**src/rtl/operand_loader_if.sv**
```systemverilog
// Operand-entry bus between the button/switch front end and the operand loader.
// The loader uses the master modport; the environment that feeds it uses slave.
interface operand_loader_if #(
    parameter int DATA_W = 16
);
    logic                  IN_STROBE;
    logic [DATA_W-1:0]     DATA_IN;
    logic                  OP_ACK;
    logic [2*DATA_W-1:0]   OP_A;
    logic [2*DATA_W-1:0]   OP_B;
    logic                  OP_VALID;
    logic [1:0]            WORD_IDX;
    logic                  BUSY;
    logic [1:0]            ERR;

    modport master (
        input  IN_STROBE, DATA_IN, OP_ACK,
        output OP_A, OP_B, OP_VALID, WORD_IDX, BUSY, ERR
    );

    modport slave (
        output IN_STROBE, DATA_IN, OP_ACK,
        input  OP_A, OP_B, OP_VALID, WORD_IDX, BUSY, ERR
    );
endinterface

```
**src/rtl/operand_loader.sv**
```systemverilog
// Assembles two single-precision operands from four switch words (high half first),
// flags NaN/Inf operands and hands the pair to the FP core with a valid/ack handshake.
module operand_loader #(
    parameter int DATA_W        = 16,
    parameter bit CHECK_SPECIAL = 1'b1
) (
    input logic              CLK,
    input logic              RESET,
    operand_loader_if.master bus
);
    localparam int OP_W    = 2 * DATA_W;
    localparam int EXP_MSB = OP_W - 2;
    localparam int EXP_LSB = OP_W - 9;

    typedef enum logic [2:0] {
        S_A_HI,
        S_A_LO,
        S_B_HI,
        S_B_LO,
        S_CHECK,
        S_VALID,
        S_ERROR
    } state_t;

    state_t            state;
    logic              strobe_q;
    logic [OP_W-1:0]   op_a;
    logic [OP_W-1:0]   op_b;
    logic              op_valid;
    logic [1:0]        word_idx;
    logic              busy;
    logic [1:0]        err;

    logic              accept;
    logic              a_bad;
    logic              b_bad;

    // The edge detector runs in every state, so a strobe still held when entry
    // restarts is not mistaken for a fresh press.
    assign accept = bus.IN_STROBE && !strobe_q;

    assign a_bad = (CHECK_SPECIAL == 1'b1) && (&op_a[EXP_MSB:EXP_LSB]);
    assign b_bad = (CHECK_SPECIAL == 1'b1) && (&op_b[EXP_MSB:EXP_LSB]);

    // NOTE: all state below is updated with non-blocking assignments so every
    // register samples the values from before the clock edge, independent of
    // statement order.
    always_ff @(posedge CLK) begin
        if (RESET) begin
            state    <= S_A_HI;
            strobe_q <= 1'b0;
            op_a     <= '0;
            op_b     <= '0;
            op_valid <= 1'b0;
            word_idx <= 2'd0;
            busy     <= 1'b0;
            err      <= 2'b00;
        end else begin
            strobe_q <= bus.IN_STROBE;

            case (state)
                S_A_HI: begin
                    if (accept) begin
                        op_a[OP_W-1:DATA_W] <= bus.DATA_IN;
                        word_idx            <= 2'd1;
                        state               <= S_A_LO;
                    end
                end

                S_A_LO: begin
                    if (accept) begin
                        op_a[DATA_W-1:0] <= bus.DATA_IN;
                        word_idx         <= 2'd2;
                        state            <= S_B_HI;
                    end
                end

                S_B_HI: begin
                    if (accept) begin
                        op_b[OP_W-1:DATA_W] <= bus.DATA_IN;
                        word_idx            <= 2'd3;
                        state               <= S_B_LO;
                    end
                end

                S_B_LO: begin
                    if (accept) begin
                        op_b[DATA_W-1:0] <= bus.DATA_IN;
                        busy             <= 1'b1;
                        state            <= S_CHECK;
                    end
                end

                // Operands are complete in the registers here, so the check
                // sees the word just written in B_LO.
                S_CHECK: begin
                    if (a_bad || b_bad) begin
                        err   <= {b_bad, a_bad};
                        busy  <= 1'b0;
                        state <= S_ERROR;
                    end else begin
                        op_valid <= 1'b1;
                        state    <= S_VALID;
                    end
                end

                S_VALID: begin
                    if (bus.OP_ACK) begin
                        op_valid <= 1'b0;
                        busy     <= 1'b0;
                        word_idx <= 2'd0;
                        state    <= S_A_HI;
                    end
                end

                // Sticky until reset; the error LEDs keep showing the cause.
                S_ERROR: begin
                    state <= S_ERROR;
                end

                default: begin
                    state <= S_A_HI;
                end
            endcase
        end
    end

    assign bus.OP_A     = op_a;
    assign bus.OP_B     = op_b;
    assign bus.OP_VALID = op_valid;
    assign bus.WORD_IDX = word_idx;
    assign bus.BUSY     = busy;
    assign bus.ERR      = err;
endmodule
```
**src/flat_wrapper.sv**
```systemverilog
// flat-port wrapper written by rule: the top's interface ports become plain ports
module operand_loader_flat 
#(
    parameter int DATA_W        = 16,
    parameter bit CHECK_SPECIAL = 1'b1
)
  (CLK, RESET, bus_IN_STROBE, bus_DATA_IN, bus_OP_ACK, bus_OP_A, bus_OP_B, bus_OP_VALID, bus_WORD_IDX, bus_BUSY, bus_ERR);
  operand_loader_if #(.DATA_W(DATA_W)) bus_i ();
  input logic CLK;
  input logic RESET;
  input wire logic [$bits(bus_i.IN_STROBE)-1:0] bus_IN_STROBE;
  input wire logic [$bits(bus_i.DATA_IN)-1:0] bus_DATA_IN;
  input wire logic [$bits(bus_i.OP_ACK)-1:0] bus_OP_ACK;
  output wire logic [$bits(bus_i.OP_A)-1:0] bus_OP_A;
  output wire logic [$bits(bus_i.OP_B)-1:0] bus_OP_B;
  output wire logic [$bits(bus_i.OP_VALID)-1:0] bus_OP_VALID;
  output wire logic [$bits(bus_i.WORD_IDX)-1:0] bus_WORD_IDX;
  output wire logic [$bits(bus_i.BUSY)-1:0] bus_BUSY;
  output wire logic [$bits(bus_i.ERR)-1:0] bus_ERR;
  assign bus_i.IN_STROBE = bus_IN_STROBE;
  assign bus_i.DATA_IN = bus_DATA_IN;
  assign bus_i.OP_ACK = bus_OP_ACK;
  assign bus_OP_A = bus_i.OP_A;
  assign bus_OP_B = bus_i.OP_B;
  assign bus_OP_VALID = bus_i.OP_VALID;
  assign bus_WORD_IDX = bus_i.WORD_IDX;
  assign bus_BUSY = bus_i.BUSY;
  assign bus_ERR = bus_i.ERR;
  operand_loader #(.DATA_W(DATA_W), .CHECK_SPECIAL(CHECK_SPECIAL)) u_core (.CLK(CLK), .RESET(RESET), .bus(bus_i));
endmodule
```
**config.mk**
```make
export PLATFORM = sky130hd
export DESIGN_NAME = operand_loader_flat
export DESIGN_NICKNAME = d
export VERILOG_FILES = /design/src/rtl/operand_loader_if.sv /design/src/rtl/operand_loader.sv /design/src/flat_wrapper.sv
export SDC_FILE = /design/constraint.sdc
export NUM_CORES = 1
export LEC_CHECK = 0
export BUFFER_PORTS_ARGS = -buffer_cell sky130_fd_sc_hd__buf_2
export CAP_MARGIN = 20
export CORE_MARGIN = 2
export CORE_UTILIZATION = 40
export DETAILED_ROUTE_END_ITERATION = 8
export PLACE_DENSITY = 0.68
export SLEW_MARGIN = 25
export SYNTH_ARGS = -nofsm -noshare
export SYNTH_HDL_FRONTEND = slang
export SYNTH_SLANG_ARGS = --single-unit
```
**constraint.sdc**
```tcl
create_clock -name CLK -period 1.4 [get_ports CLK]
set_input_delay 0.14 -clock CLK [delete_from_list [all_inputs] [get_ports CLK]]
set_output_delay 0.14 -clock CLK [all_outputs]
set_load 0.02 [all_outputs]
```
* Word-level counts from Yosys, hierarchy flattened
Index checks and enable logic that the tools add are counted.
Word-level totals: output and inout port bits 70, logic and storage cells 59, input bits 20, register bits after elaboration 74
Operators by class: equal/unequal tests 13, multiplexer cells 18, reductions and logical operators 18
Operators with widths (count):
- $pmux 3 s7 | 1
- $reduce_and 8->1 | 2
- $mux 3 | 5
- $mux 2 | 5
- $ne 2x1->1 const B | 5
- $reduce_and 2->1 | 5
- $reduce_and 5->1 | 2
- $eq 3x3->1 const B | 3
- $pmux 2 s4 | 1
- $eq 3x2->1 const B | 2
- $mux 1 | 4
- $ne 2x2->1 const B | 2
- $reduce_and 4->1 | 1
- $reduce_bool 4->1 | 1
- $eq 3x1->1 const B | 1
- $logic_not 3->1 | 1
- $pmux 1 s3 | 1
- $reduce_and 3->1 | 1
- $reduce_bool 3->1 | 1
- $pmux 1 s2 | 1
- $reduce_bool 2->1 | 1
- $logic_and 1x1->1 | 1
- $logic_not 1->1 | 1
- $logic_or 1x1->1 | 1

* Depth between registers and ports, before layout
Gate-level depths: netlist of the first run.
depth in word-level cells 4, gate-level depth with buffers 7, gate-level depth less buffers 4

* Worst setup path after synthesis of the first run
OpenSTA, ideal clock, no wires.
kind reg-to-reg, from register u_core.state[2], to register u_core.op_b[24] (netlist: u_core.bus.OP_B[24]), period minus slack after synthesis 1.410 ns, buffers on the path 2, setup slack -0.010 ns, data required time 1.261 ns, stages on the path, launching flop included 7, arrival 1.271 ns, cells stage by stage dfxtp_1 buf_6 nor3b_4 nand3_1 buf_2 nand2_1 a21oi_2
Between the ends: cells in the longest elaborated chain, start to end 2
RTL lines:
- from (decl) | RTL line operand_loader.sv:25 | state_t state;
- from (signal assigned) | RTL line operand_loader.sv:50 | state <= S_A_HI;
- from (signal assigned) | RTL line operand_loader.sv:66 | state <= S_A_LO;
- from (signal assigned) | RTL line operand_loader.sv:74 | state <= S_B_HI;
- $eq 3x2->1 | RTL line operand_loader.sv:61 | case (state)
- $reduce_and 2->1 (no source line)
- to (signal, indexed assignment) | RTL line operand_loader.sv:80 | op_b[OP_W-1:DATA_W] <= bus.DATA_IN;
- to (signal, indexed assignment) | RTL line operand_loader.sv:88 | op_b[DATA_W-1:0] <= bus.DATA_IN;
- to (decl) | RTL line operand_loader.sv:28 | logic [OP_W-1:0] op_b;
No other way between the ends. A chain may end at the register's enable or synchronous reset.

* Final worst setup path of the first run
from register u_core.strobe_q, to register u_core.state[0]
Between the ends: cells in the longest elaborated chain, start to end 4, elaborated cells between the ends (all ways) 7, classes of those cells eq/ne (4); reduce/logical (3)
RTL lines:
- from (decl) | RTL line operand_loader.sv:26 | logic strobe_q;
- from (signal assigned) | RTL line operand_loader.sv:59 | strobe_q <= bus.IN_STROBE;
- $logic_not 1->1 * | RTL line operand_loader.sv:40 | assign accept = bus.IN_STROBE && !strobe_q;
- $logic_and 1x1->1 * | RTL line operand_loader.sv:40
- $ne 2x1->1 (no source line)
- $reduce_and 5->1 (no source line) *
Every way passes the cells marked *; elsewhere a longest branch is shown, timed or not.

==> impl_metrics.yaml, run 1 <==
grt:
  grt_max_degree: 41
  grt_overflow: 0
  antenna_found_initial: 0
  first_global_vias: 2657
  gr-usage-all-layers: 0.207
  grt_pass1_wl_um: 12600
die:
  fp.dieW_um: 88.7
  core_um2: 6870
  dieArea_um2: 7870
  start_util: 0.418
  io_pins: 90
  die_h_um: 88.7
  rows: 30
setup_path:
  path_buf_inv: 1
  slowest_delay_ns: 0.39
  path_class: "register to register"
  endpoint_kind: "register"
  start_kind: "register"
  worstPathRequired_ns: 1.67
  critPathArrivalTime_ns: 1.61
  worstPathCellList: "nand2b_2 -> buf_4 -> a2111o_1 -> o22ai_1"
  cp_top_family: "compound AO/OA/AOI/OAI gates"
  crit_path_max_fanout: 4
  cp_slowest_cell: "a2111o_1"
sta:
  max_freq_mhz: 747
  finalSetupViolations: 0
  slew_headroom: 0.796
  rsz0062_at_grt: "yes"
  period_minus_slack_ns: 1.34
  slew_viol_final: 0
  hold_violations: 0
  worst_pin_slew_ns: 0.306
  min_period_over_period: 0.956
  fin_worst_skew_ns: 0.0139
synthesis:
  synth.most_common_cell: "nand2_1"
  yosysWarningCount: 0
  synth_seq_cells: 74
  synth_edf_count: 0
  synth_area_per_cell_um2: 8.18
  synth_cell_type_count: 36
  async_flop_share: 0
  synth_nets: 371
  seq_area_frac_synth: 0.516
  ys_top_cells_by_area: "dfxtp_1, nand2_1, a21oi_1"
  yosys.area.top_type: "dfxtp_1"
  syn_area_um2: 2870
  synthFlopType: "dfxtp_1"
  synth_top_area_frac: 0.516
  synthCells: 351
  synth_common_cells: "nand2_1, dfxtp_1, a21oi_1"
clocking:
  cts_sinks: 74
  ctsLongestPathBuffers: 2
  cts_htree_levels: 3
  cts_tree: "built"
  clockRootBuffer: "clkbuf_8"
  clkLatencyLatePin_ns: 0.35
  numCtsBuffers: 9
  clkTransAtPathRegs_ns: 0.09
cells_and_area:
  fillers: 680
  drive_gt1_frac: 0.332
  nNetsFinal: 470
  area_growth_pct: 30.6
  final_cells: 551
  diodes: 0
  fin_area_um2: 3750
routing:
  viasPerCell: 4.90
  drt_wl_total_um: 7760
  drc_errors: 0
  firstDrtPassIters: 4
  drt_iter0_markers: 154
  routedWlPerCell_um: 14.1
  vias: 2699
  ant_nets: 0
run:
  cap_violations: 0
placed_design:
  dp_hpwl_um: 5480
  placedCellCount: 532
  placed_area_um2: 3500
  finalWeightedCongestion: 0.896
  port_buffers: 89
power:
  cellPowerDensity_nw_per_um2: 1340
  max-vdd-ir-drop_v: 0.000652
  p_leak_nw: 1.56
status:
  outcome: "finished clean"
hold_path:
  hp-class: "input port to register"
==> worst register-to-register path, stage by stage (launching register included) <==
cell and delay, ns:
dfxtp_1 0.34, nand2b_2 0.25, buf_4 0.17, a2111o_1 0.39
o22ai_1 0.10
==> power by group <==
part           internal (mW)  total [mW]  switching [mW]  leakage [nW]
clock                  0.855        1.76           0.905         0.102
sequential              2.24        2.34           0.102         0.601
combinational          0.361       0.920           0.559         0.855
total                   3.45        5.02            1.57          1.56
==> path summary, 6_finish.rpt <==
kind	from	end	slack, ns	cells after the start
max reg2reg	u_core.strobe_q	u_core.state[0]	0.06	4
max	u_core.strobe_q	u_core.state[0]	0.06	4
min reg2reg	u_core.bus.OP_A[2]	u_core.bus.OP_A[2]	0.45	2
min	bus_IN_STROBE	u_core.strobe_q	0.05	2
==> area by class of cell <==
cell class / count / area [µm²] / share of cell area
Sequential cell: 74 / 1480 / 0.396
Clock inverter: 7 / 81.3 / 0.0217
Inverter: 3 / 11.3 / 0.00300
Tap cell: 96 / 120 / 0.0320
Timing Repair Buffer: 111 / 691 / 0.184
Clock buffer: 9 / 124 / 0.0330
Multi-Input combinational cell: 251 / 1240 / 0.330
==> through the flow <==
| step | worst slack [ns] | util | setup TNS [ns] | power [mW] | hold WS (ns) |
|---|---|---|---|---|---|
| after global placement | 0.0324 | 0.509 | 0 | 3.25 | 0.396 |
| after detailed placement | -0.0255 | 0.509 | -0.113 | 3.27 | 0.406 |
| after floorplan | -0.00991 | - | -0.0815 | 2.92 | 0.267 |
| final | 0.0610 | 0.546 | 0 | 5.02 | 0.0453 |
| after global routing | -0.0127 | 0.546 | -0.0431 | 5.24 | 0.0387 |
| after CTS | 0.00181 | 0.542 | 0 | 5.03 | 0.0236 |
==> cell families after synthesis <==
group | count (synthesis) | share of synthesized area
and+or+nand+nor | 165 | 0.252
AOI/OAI and AO/OA | 84 | 0.171
DFF | 74 | 0.516
buffers and inverters | 26 | 0.0536
xor gates and xnor gates | 1 | 0.00305
muxes | 1 | 0.00392
==> per-layer routing <==
layer / vias to the layer above / share of wire / global-route usage
met5: - / 0 / 0
met4: 0 / 0.0030 / 0.0537
met3: 4 / 0.070 / 0.0625
met2: 82 / 0.47 / 0.338
met1: 1259 / 0.46 / 0.268
li1: 1354 / - / -
==> registers in the layout, summed over array words and instances (netlist names) <==
name,count
u_core.bus.ERR,2
u_core.bus.OP_VALID,1
u_core.bus.OP_B,32
u_core.bus.WORD_IDX,2
u_core.strobe_q,1
u_core.bus.OP_A,32
u_core.state,3
u_core.bus.BUSY,1
==> repair_timing <==
action,4_1_cts,5_1_grt
endpoints found under the hold margin,0,0
resized for setup,1,3
hold buffers,0,0
buffers inserted,2,0
pin swaps,1,0
cloned,0,1
endpoints found under the setup margin,14,20
==> cell usage in the layout (no fill, tap or decap), drive strengths merged, types with 4 or more instances in the layout <==
cell type and n:
nand2 135, nand4 4, nor2 6, nor2b 5, clkbuf 10, buf 110, inv 8, o21ai 4
dfxtp 74, a21oi 70
Note: power is estimated with default switching activity, not from simulation.
==> inputs of run 2 (changes only) <==
- ABC_AREA: default -> 1
- SLEW_MARGIN: 25 -> default
==> impl_metrics.yaml, run 2 <==
sta:
  finalSetupViolations: 0
  setup_tns_ns: 0
  slew_headroom: 0.795
  fin_worst_skew_ns: 0.00788
  period_minus_slack_ns: 1.34
  worst_hold_slack_ns: 0.0201
  worst_pin_slew_ns: 0.307
  rsz0062_at_grt: "yes"
  hold_violations: 0
  slew_viol_final: 0
  max_freq_mhz: 746
  min_period_over_period: 0.957
die:
  rows: 30
  io_pins: 90
  start_util: 0.409
  fp.dieW_um: 86.9
  core_um2: 6720
  dieArea_um2: 7550
  die_h_um: 86.9
synthesis:
  synthCells: 365
  synth_common_cells: "nor2_1, dfxtp_1, o21ai_0"
  synth_seq_cells: 74
  syn_area_um2: 2750
  async_flop_share: 0
  seq_area_frac_synth: 0.539
  synth_edf_count: 0
  synth_nets: 385
  synth_top_area_frac: 0.539
  ys_top_cells_by_area: "dfxtp_1, nor2_1, o21ai_0"
  yosys.area.top_type: "dfxtp_1"
  synth_area_per_cell_um2: 7.53
  synth.most_common_cell: "nor2_1"
  yosysWarningCount: 0
  synthFlopType: "dfxtp_1"
  synth_cell_type_count: 20
setup_path:
  path_class: "register to register"
  worstPathRequired_ns: 1.63
  endpoint_kind: "register"
  crit_path_max_fanout: 16
  cp_slowest_cell: "dfxtp_1"
  critPathArrivalTime_ns: 1.57
  start_kind: "register"
  slowest_delay_ns: 0.35
  startpoint: "u_core.state[2]"
  reg2reg_from: "u_core.state[2]"
  cp_top_family: "buffers and inverters"
  worstPathCellList: "buf_4 -> nor2_1 -> nand2_2 -> buf_4 -> o21ai_0 -> nor2_1"
  path_buf_inv: 2
cells_and_area:
  drive_gt1_frac: 0.293
  fin_area_um2: 3550
  nNetsFinal: 483
  final_common_cell: "nor2_1"
  post-route-util: 0.528
  diodes: 0
  area_growth_pct: 28.9
  final_cell_mix: "nor2_1, buf_2, dfxtp_1"
placed_design:
  dp_hpwl_um: 5230
  port_buffers: 89
  finalWeightedCongestion: 0.924
  placed_area_um2: 3300
run:
  cap_violations: 0
routing:
  viasPerCell: 4.98
  vias: 2724
  drt_iter0_markers: 192
  ant_nets: 0
  routedWlPerCell_um: 13.4
  drc_errors: 0
  firstDrtPassIters: 4
  drt_wl_total_um: 7320
power:
  net-switching-power_mw: 1.19
  cellPowerDensity_nw_per_um2: 1240
  pwr-share-comb: 0.122
  p_int_mw: 3.19
  p_leak_nw: 1.73
  max-vdd-ir-drop_v: 0.000670
  swShare: 0.271
  power.clock.fraction: 0.365
  power_mw: 4.38
  power_frac_seq: 0.513
clocking:
  cts_htree_levels: 3
  cts_sinks: 74
  clkTransAtPathRegs_ns: 0.08
  hold_buffers: 0
  clkLatencyLatePin_ns: 0.34
  numCtsBuffers: 9
  clockRootBuffer: "clkbuf_8"
  ctsLongestPathBuffers: 2
  cts_tree: "built"
hold_path:
  hp-class: "input port to register"
  min_from: "bus_IN_STROBE"
grt:
  first_global_vias: 2410
  grt_overflow: 0
  gr-usage-all-layers: 0.195
  antenna_found_initial: 0
  grt_max_degree: 50
  grt_pass1_wl_um: 11400
status:
  outcome: "finished clean"
-- run 2: repair_timing --
action                     in CTS  in global routing
setup endpoints to repair       0                 42
setup buffers                   0                  4
hold endpoints to repair        0                  0
resized for setup               0                  6
-- run 2: worst paths after layout --
path / end / slack [ns] / depth (start not counted)
max: u_core.bus.OP_B[6] / 0.06 / 6
min reg2reg: u_core.bus.WORD_IDX[1] / 0.46 / 2
min: u_core.strobe_q / 0.02 / 3
max reg2reg: u_core.bus.OP_B[6] / 0.06 / 6
-- run 2: metrics by stage --
step | worst slack (ns) | std cells
floorplan | 0.159 | 365
global placement | 0.0689 | 528
detailed placement | 0.0209 | 528
CTS | 0.0237 | 543
global route | -0.00594 | 547
finish | 0.0601 | 547
-- run 2: metal layers --
layer | part of all wire | global-route usage | up-vias
li1 | - | - | 1361
met1 | 0.46 | 0.247 | 1253
met2 | 0.45 | 0.314 | 100
met3 | 0.068 | 0.0483 | 10
met4 | 0.016 | 0.0866 | 0
met5 | 0 | 0 | -
-- run 2: logic make-up (layout without fill, tap and decap cells) --
group / after synthesis / after routing / share of synthesized area
AOI/OAI and AO/OA: 77 / 77 / 0.140
and+or+nand+nor: 184 / 184 / 0.271
buffers and inverters: 30 / 132 / 0.0500
DFF: 74 / 74 / 0.539
-- run 2: worst reg2reg max path, cell delays in order (launching register included) --
cell and delay, ns:
dfxtp_1 0.35, buf_4 0.17, nor2_1 0.12, nand2_2 0.09, buf_4 0.20, o21ai_0 0.23, nor2_1 0.07
-- run 2: power by group through the flow --
stage	Sequential (mW)	Clock [mW]	Combinational, mW
final	2.25	1.60	0.533
after global routing	2.26	1.70	0.590
after floorplan	2.40	0	0.207
after detailed placement	2.30	0	0.511
after CTS	2.25	1.61	0.512
after global placement	2.29	0	0.505
-- run 2: area by class of cell --
cell class / instances / area [µm²]
inverters: 13 / 52.6
multi-input cells: 261 / 1140
clock buffers: 10 / 128
flip-flops and latches: 74 / 1480
well taps: 80 / 100
fillers: 666 / 3170
clock inverters: 5 / 56.3
repair buffers: 104 / 583
